**src/rtl/uart_tx_arbiter.sv**
```systemverilog
// Round-robin arbiter sharing one UART transmitter among NUM_REQ byte requesters.
// Define UART_TX_ARB_FIXED_PRI_EN for fixed lowest-index-wins priority instead of round-robin.
module uart_tx_arbiter #(
  parameter int NUM_REQ     = 4,
  parameter int FRAME_TICKS = 160,
  parameter int GUARD_TICKS = 16,
  localparam int ID_W       = (NUM_REQ > 1) ? $clog2(NUM_REQ) : 1
) (
  input  logic                 clk,
  input  logic                 reset,
  input  logic                 i_clk_tx,
  input  logic [NUM_REQ-1:0]   i_req,
  input  logic [8*NUM_REQ-1:0] i_data,
  output logic [NUM_REQ-1:0]   o_ack,
  output logic                 o_tx_start,
  output logic [7:0]           o_tx_data,
  output logic                 o_busy,
  output logic [ID_W-1:0]      o_grant_id
);

  localparam int MAX_TICKS = (FRAME_TICKS > GUARD_TICKS) ? FRAME_TICKS : GUARD_TICKS;
  localparam int CNT_W     = $clog2(MAX_TICKS + 1);
  localparam logic [CNT_W-1:0] FRAME_LAST = CNT_W'(FRAME_TICKS - 1);
  localparam logic [CNT_W-1:0] GUARD_LAST = CNT_W'((GUARD_TICKS > 0) ? (GUARD_TICKS - 1) : 0);
  localparam logic [ID_W:0]    NUM_REQ_W  = (ID_W + 1)'(NUM_REQ);

  typedef enum logic [1:0] {
    IDLE  = 2'd0,
    START = 2'd1,
    WAIT  = 2'd2,
    GUARD = 2'd3
  } state_t;

  state_t             state_r;
  state_t             state_n;
  logic [CNT_W-1:0]   cnt_r;
  logic [CNT_W-1:0]   cnt_n;
  logic [NUM_REQ-1:0] ack_n;
  logic               start_n;
  logic               load_s;
  logic [ID_W-1:0]    base_s;
  logic               gnt_found_s;
  logic [ID_W-1:0]    gnt_id_s;
  logic [ID_W:0]      sum_s;
  logic [ID_W:0]      wrap_s;
  logic [7:0]         gnt_data_s;
  logic [NUM_REQ-1:0] gnt_onehot_s;

`ifdef UART_TX_ARB_FIXED_PRI_EN
  assign base_s = {ID_W{1'b0}};
`else
  logic [ID_W-1:0] ptr_r;
  logic [ID_W-1:0] next_ptr_s;

  assign base_s     = ptr_r;
  assign next_ptr_s = (gnt_id_s == ID_W'(NUM_REQ - 1)) ? {ID_W{1'b0}} : (gnt_id_s + ID_W'(1));

  // Round-robin pointer: the requester after the last grant gets top priority.
  always_ff @(posedge clk) begin
    if (!reset) begin
      ptr_r <= {ID_W{1'b0}};
    end else if (load_s) begin
      ptr_r <= next_ptr_s;
    end else begin
      ptr_r <= ptr_r;
    end
  end
`endif

  // Search requests upward from base_s, wrapping modulo NUM_REQ.
  always_comb begin
    gnt_found_s = 1'b0;
    gnt_id_s    = {ID_W{1'b0}};
    sum_s       = {(ID_W + 1){1'b0}};
    wrap_s      = {(ID_W + 1){1'b0}};
    for (int i = 0; i < NUM_REQ; i++) begin
      sum_s = {1'b0, base_s} + (ID_W + 1)'(i);
      if (sum_s >= NUM_REQ_W) begin
        wrap_s = sum_s - NUM_REQ_W;
      end else begin
        wrap_s = sum_s;
      end
      if (!gnt_found_s && i_req[wrap_s[ID_W-1:0]]) begin
        gnt_found_s = 1'b1;
        gnt_id_s    = wrap_s[ID_W-1:0];
      end else begin
        gnt_found_s = gnt_found_s;
      end
    end
  end

  assign gnt_data_s   = i_data[{gnt_id_s, 3'b000} +: 8];
  assign gnt_onehot_s = {{(NUM_REQ - 1){1'b0}}, 1'b1} << gnt_id_s;

  // Next-state, tick counting and next output values.
  always_comb begin
    state_n = state_r;
    cnt_n   = cnt_r;
    ack_n   = {NUM_REQ{1'b0}};
    start_n = 1'b0;
    load_s  = 1'b0;
    case (state_r)
      IDLE: begin
        if (gnt_found_s) begin
          ack_n   = gnt_onehot_s;
          load_s  = 1'b1;
          state_n = START;
        end else begin
          state_n = IDLE;
        end
      end
      START: begin
        start_n = 1'b1;
        cnt_n   = {CNT_W{1'b0}};
        state_n = WAIT;
      end
      WAIT: begin
        if (i_clk_tx) begin
          if (cnt_r == FRAME_LAST) begin
            cnt_n   = {CNT_W{1'b0}};
            state_n = (GUARD_TICKS == 0) ? IDLE : GUARD;
          end else begin
            cnt_n = cnt_r + CNT_W'(1);
          end
        end else begin
          cnt_n = cnt_r;
        end
      end
      GUARD: begin
        if (i_clk_tx) begin
          if (cnt_r == GUARD_LAST) begin
            cnt_n   = {CNT_W{1'b0}};
            state_n = IDLE;
          end else begin
            cnt_n = cnt_r + CNT_W'(1);
          end
        end else begin
          cnt_n = cnt_r;
        end
      end
      default: begin
        cnt_n   = {CNT_W{1'b0}};
        state_n = IDLE;
      end
    endcase
  end

  // State, counter and registered outputs; reset also aborts a frame in flight.
  always_ff @(posedge clk) begin
    if (!reset) begin
      state_r    <= IDLE;
      cnt_r      <= {CNT_W{1'b0}};
      o_ack      <= {NUM_REQ{1'b0}};
      o_tx_start <= 1'b0;
      o_tx_data  <= 8'h00;
      o_busy     <= 1'b0;
      o_grant_id <= {ID_W{1'b0}};
    end else begin
      state_r    <= state_n;
      cnt_r      <= cnt_n;
      o_ack      <= ack_n;
      o_tx_start <= start_n;
      o_busy     <= (state_n != IDLE);
      if (load_s) begin
        o_tx_data  <= gnt_data_s;
        o_grant_id <= gnt_id_s;
      end else begin
        o_tx_data  <= o_tx_data;
        o_grant_id <= o_grant_id;
      end
    end
  end

endmodule

```
**config.mk**
```make
export PLATFORM = sky130hd
export DESIGN_NAME = uart_tx_arbiter
export DESIGN_NICKNAME = d
export VERILOG_FILES = /design/src/rtl/uart_tx_arbiter.sv
export SDC_FILE = /design/constraint.sdc
export NUM_CORES = 1
export LEC_CHECK = 0
export BUFFER_PORTS_ARGS = -buffer_cell sky130_fd_sc_hd__buf_2
export CAP_MARGIN = 10
export CELL_PAD_IN_SITES_DETAIL_PLACEMENT = 0
export CELL_PAD_IN_SITES_GLOBAL_PLACEMENT = 2
export CORE_ASPECT_RATIO = 1.4
export CORE_UTILIZATION = 30
export CTS_CLUSTER_SIZE = 12
export DETAILED_ROUTE_END_ITERATION = 8
export PLACE_DENSITY = 0.88
export SYNTH_ARGS = -nofsm -noshare
export SYNTH_HDL_FRONTEND = slang
export SYNTH_SLANG_ARGS = --single-unit
```
**constraint.sdc**
```tcl
create_clock -name clk -period 2.46 [get_ports clk]
set_input_delay 0.492 -clock clk [delete_from_list [all_inputs] [get_ports clk]]
set_output_delay 0.492 -clock clk [all_outputs]
set_load 0.05 [all_outputs]
```
* Word level (Yosys, flattened, before mapping) *
Index checks and enable logic that the tools add are counted.

operators by class
  add/sub/neg operators = 9
  order comparisons = 8
  eq/ne operators = 8
  shift-type cells = 2
  multiplexer cells = 35
  reductions and logical operators = 11

operators by type and width
  kind                                                 count
  two-way mux 8 bit                                    4
  variable part select 32 x 6 -> 8 bit                 1
  two-way mux 2 bit                                    13
  one-hot mux 8 bit (3 select lines)                   1
  < comparator 2 x 3 -> 1 bit, second input constant   4
  two-way mux 1 bit                                    12
  >= comparator 3 bit, second input constant           3
  adder 8 x 1 -> 8 bit, second input constant          1
  binary-select mux 1 bit (select 2 bit)               4
  == test 8 x 4 -> 1 bit, second input constant        1
  == test 8 bit, second input constant                 1
  one-hot mux 2 bit (4 select lines)                   1
  subtractor 2 x 1 -> 2 bit, second input constant     4
  adder 2 x 2 -> 3 bit, second input constant          2
  == test 2 bit, second input constant                 3
  AND reduction 3 bit                                  2
  inequality test 2 bit, second input constant         2
  left shift 1 x 2 -> 4 bit, first input constant      1
  adder 2 x 1 -> 3 bit, second input constant          1
  >= comparator 2 x 3 -> 1 bit, second input constant  1
  logical AND 1 bit                                    3
  zero test 1 bit                                      3
  nonzero test 3 bit                                   1
  adder 2 x 1 -> 2 bit, second input constant          1
  3 further kinds                                      3

storage, ports and cells
  register bits = 28
  input port bits = 39

* Depth between registers and ports, before layout *
  depth after elaboration = 17
  mapped depth = 7

* Worst setup path after synthesis *
Ideal clock, no wire load.

  path type = input to register
  start point = input i_req[2]
  end point = register o_tx_data[0]
  library setup time = 0.133 ns
  arrival time = 1.563 ns
  slack = 0.764 ns
  stages = 7
  cells stage by stage = or2b_1 > a21oi_2 > a211o_1 > buf_6 > buf_8 > mux2i_1 > o221ai_1

on the way
  cells in the longest elaborated chain, start to end = 14

ends and longest elaborated chain
  item                                                                             line  source
  start, declared                                                                  12    input logic [NUM_REQ-1:0] i_req,
  branches (longest 14 deep; another with binary-select mux 1 bit (select 2 bit))  -
  end signal, assigned                                                             165   o_tx_data <= gnt_data_s;
  end signal, assigned                                                             168   o_tx_data <= o_tx_data;
  end, declared                                                                    16    output logic [7:0] o_tx_data,

Parallel ways; which one is timed is not known. The select of a mux whose other input is x is not followed.
A chain may end at the register's enable or synchronous reset.

* Worst setup path in the final report *
  start point = register cnt_r[0]
  end point = register cnt_r[6]

on the way
  cells in the longest elaborated chain, start to end = 4

ends and longest elaborated chain
  item                                                line      source
  start, declared                                     36        logic [CNT_W-1:0] cnt_r;
  start signal, assigned                              152       cnt_r <= {CNT_W{1'b0}};
  start signal, assigned                              160       cnt_r <= cnt_n;
  adder 8 x 1 -> 8 bit, or another cell as far along  123, 135
  two-way mux 8 bit, on equally long branches         131, 119
  two-way mux 8 bit, on equally long branches         130, 118
  one-hot mux 8 bit (3 select lines) (*)              102       case (state_r)

Mark *: on every way between the ends. The rest lies on a longest branch, timed or not. The select of a mux whose other input is x is not followed.

==> metrics.txt <==
sequential area share after synthesis=38.1%; status=finished clean; Max-Cap Viols=0; DRT Pass-1 Iters=4; register bit total from synthesis=28; Remaining DRCs=0; Yosys warning count=0; DRT iter0 DRCs=30; Main synth FF type=dfxtp_1; final worst path period need=1.77 ns; share of post-route cells with drive strength above 1=33.6%; syn nets=199; synth-to-layout area growth=25.6%; Hold Slack=0.468 ns; critical path endpoint category=flip-flop; fin util=40.1%; clk sink count=28; n_diodes=0; DP Wirelength=2490 um; Die Y=84.8 um; GP Congestion=0.720; Crit path depth=6; hold path depth=2; Root Driver=clkbuf_8; post-route clock period utilization=71.9%; Port-buffer cells=54; # IOs=55; Skew-Pair Late Insertion Delay=0.27 ns; worst reg-to-reg setup slack=0.69 ns; most used cell along the critical path=nand3_1; Placed Instances=273; design area=1850 um^2; vias=1334; GR Layer Usage met1=15.6%; max_slew headroom=64.3%; nets=256; R2R cell count=6; fin. max-slew vios=0; post-synthesis area per instance=9.25 um^2; Hold Vio Cnt, Final=0; # resized after CTS=0; crit-path max FO=5; Worst Setup Start Kind=flip-flop; vias per cell=4.83; per-cell routed wire length=11.9 um; H-tree Lvls=1; Routed WL=3280 um; Final Setup Violations=0; vias in the first global route=1259; first-pass GRT wire length=5460 um; Die Area=5190 um^2; Leakage Power=0.849 nW; cts-stage hold buffer count=0; setup bufs post-CTS=0; core area=4610 um^2; Crit path largest cell delay=0.38 ns; CP required=2.62 ns; CTS tree=yes; Worst Skew=0.00446 ns; DIE WIDTH=61.2 um; Pwr Density=707 nW/um^2; critical path's top delay family=simple AND/OR/NAND/NOR gates; Tot GR Track Use=13.7%; crit path buf inv count=0; RSZ-0062 raised after global routing=no; Post-synth ARST share=0%; synthesized cell area=1470 um^2; number of synthesized flops with an enable pin=0; clk buf depth=2; CP arrival=1.93 ns; Min-Delay Path Class=flip-flop to flip-flop; Non-Filler Instances=276; Worst Setup Path Type=flip-flop to flip-flop; post-synthesis cell count=159; Post-DRT Antenna Nets=0; CP max stage cell=dfxtp_1; post-placement cell area=1810 um^2; initial antenna violation count=0; Starting Density=31.9%; setup TNS=0 ns; worst slew pin tran=0.535 ns; Row Count=29; Distinct cells, synth=46; M2 GR Usage=24.4%; CTS clk-pin slew, worst paths=0.10 ns; critical path cell sequence=ha_1 > nand3_1 > nor3_1 > nand3_1 > a21boi_0 > o22ai_1; largest net degree at the start of global routing=18; FMAX=0.565 GHz; GRT busiest layer=met2; global routing usage on met3=3.05%; Num CTS Buffers=3; filler instances=506; maximum VDD drop=0.310 mV; grt ovf=0
[metrics by stage]
step / worst slack, ns / power, mW
final: 0.690 / 1.31
after global routing: 0.511 / 1.39
after CTS: 0.666 / 1.33
after detailed placement: 0.562 / 1.07
after global placement: 0.565 / 1.07
after floorplan: 0.764 / 0.956
[flip-flops by register name, indices dropped and copies added (netlist names)]
| name | flops |
|---|---|
| o_grant_id | 2 |
| o_tx_data | 8 |
| cnt_r | 8 |
| o_busy | 1 |
| o_ack | 4 |
| state_r | 2 |
| o_tx_start | 1 |
| base_s | 2 |
[kinds of logic after synthesis]
logic type      synth area share, %
compound gates                 21.6
xor+xnor                      0.596
fa+ha+maj                     0.851
buf+inv                        4.94
flops                          38.1
mux                            12.9
simple gates                   20.9
[cell usage after synthesis, types with 2 or more instances]
cell	count	share of area, %
a21boi_0	3	1.5
a21oi_1	8	2.7
a21oi_2	2	1.2
a31oi_1	2	0.85
and3b_1	2	1.2
clkbuf_1	2	0.51
dfxtp_1	28	38
inv_1	6	1.5
mux2i_1	19	13
nand2_1	17	4.3
nand3_1	7	2.4
nor2_1	11	2.8
nor2b_1	4	1.7
nor3b_1	2	1.0
o21a_1	2	1.0
o21ai_0	3	1.0
o21ai_1	2	0.68
o221ai_1	9	5.4
o22ai_1	2	0.85
or3_1	2	0.85
[final cells by class]
type	instances	area [um^2]	area share, %
multi-input cells	118	837	45.3
inverters	6	22.5	1.22
flip-flops and latches	28	561	30.4
repair buffers	59	308	16.7
well taps	62	77.6	4.20
clock buffers	3	41.3	2.24
[worst reg2reg max path, stage by stage, from the launching register on]
cell and delay [ns]:
dfxtp_1 0.38, ha_1 0.22, nand3_1 0.17, nor3_1 0.27
nand3_1 0.18, a21boi_0 0.30, o22ai_1 0.13
[final timing paths]
path / startpoint / to
worst min-delay path: o_tx_data[1]$_SDFFE_PN0P_ / o_tx_data[1]$_SDFFE_PN0P_
worst max-delay path: cnt_r[0]$_SDFFE_PN0P_ / cnt_r[6]$_SDFFE_PN0P_
worst max register to register: cnt_r[0]$_SDFFE_PN0P_ / cnt_r[6]$_SDFFE_PN0P_
worst min register to register: o_tx_data[1]$_SDFFE_PN0P_ / o_tx_data[1]$_SDFFE_PN0P_
[report_power, final]
part	switching (mW)	internal, mW	leakage [nW]
registers	0.0433	0.508	0.229
clock network	0.142	0.110	0.0216
logic	0.320	0.183	0.598
total	0.506	0.801	0.849
[placed cells by master, fill, tap and decap left out, types with 2 or more instances in the layout]
master | netlist | routed
a21oi_2 | 2 | 2
nand3_1 | 7 | 7
o21ai_1 | 2 | 2
clkbuf_8 | 0 | 3
o21ai_0 | 3 | 3
o21a_1 | 2 | 2
inv_1 | 6 | 6
buf_4 | 1 | 5
nand2_1 | 17 | 17
dfxtp_1 | 28 | 28
or3_1 | 2 | 2
nor2_1 | 11 | 11
a21boi_0 | 3 | 3
nor2b_1 | 4 | 4
a31oi_1 | 2 | 2
and3b_1 | 2 | 2
nor3b_1 | 2 | 2
a21oi_1 | 8 | 8
o221ai_1 | 9 | 9
o22ai_1 | 2 | 2
buf_2 | 0 | 54
mux2i_1 | 19 | 19
[layer usage]
layer | up-vias | share of wire, %
li1 | 693 | -
met3 | 2 | 5.6
met5 | - | 0
met1 | 588 | 44
met4 | 0 | 0.88
met2 | 51 | 49
Power figures use the tool's default switching activity.
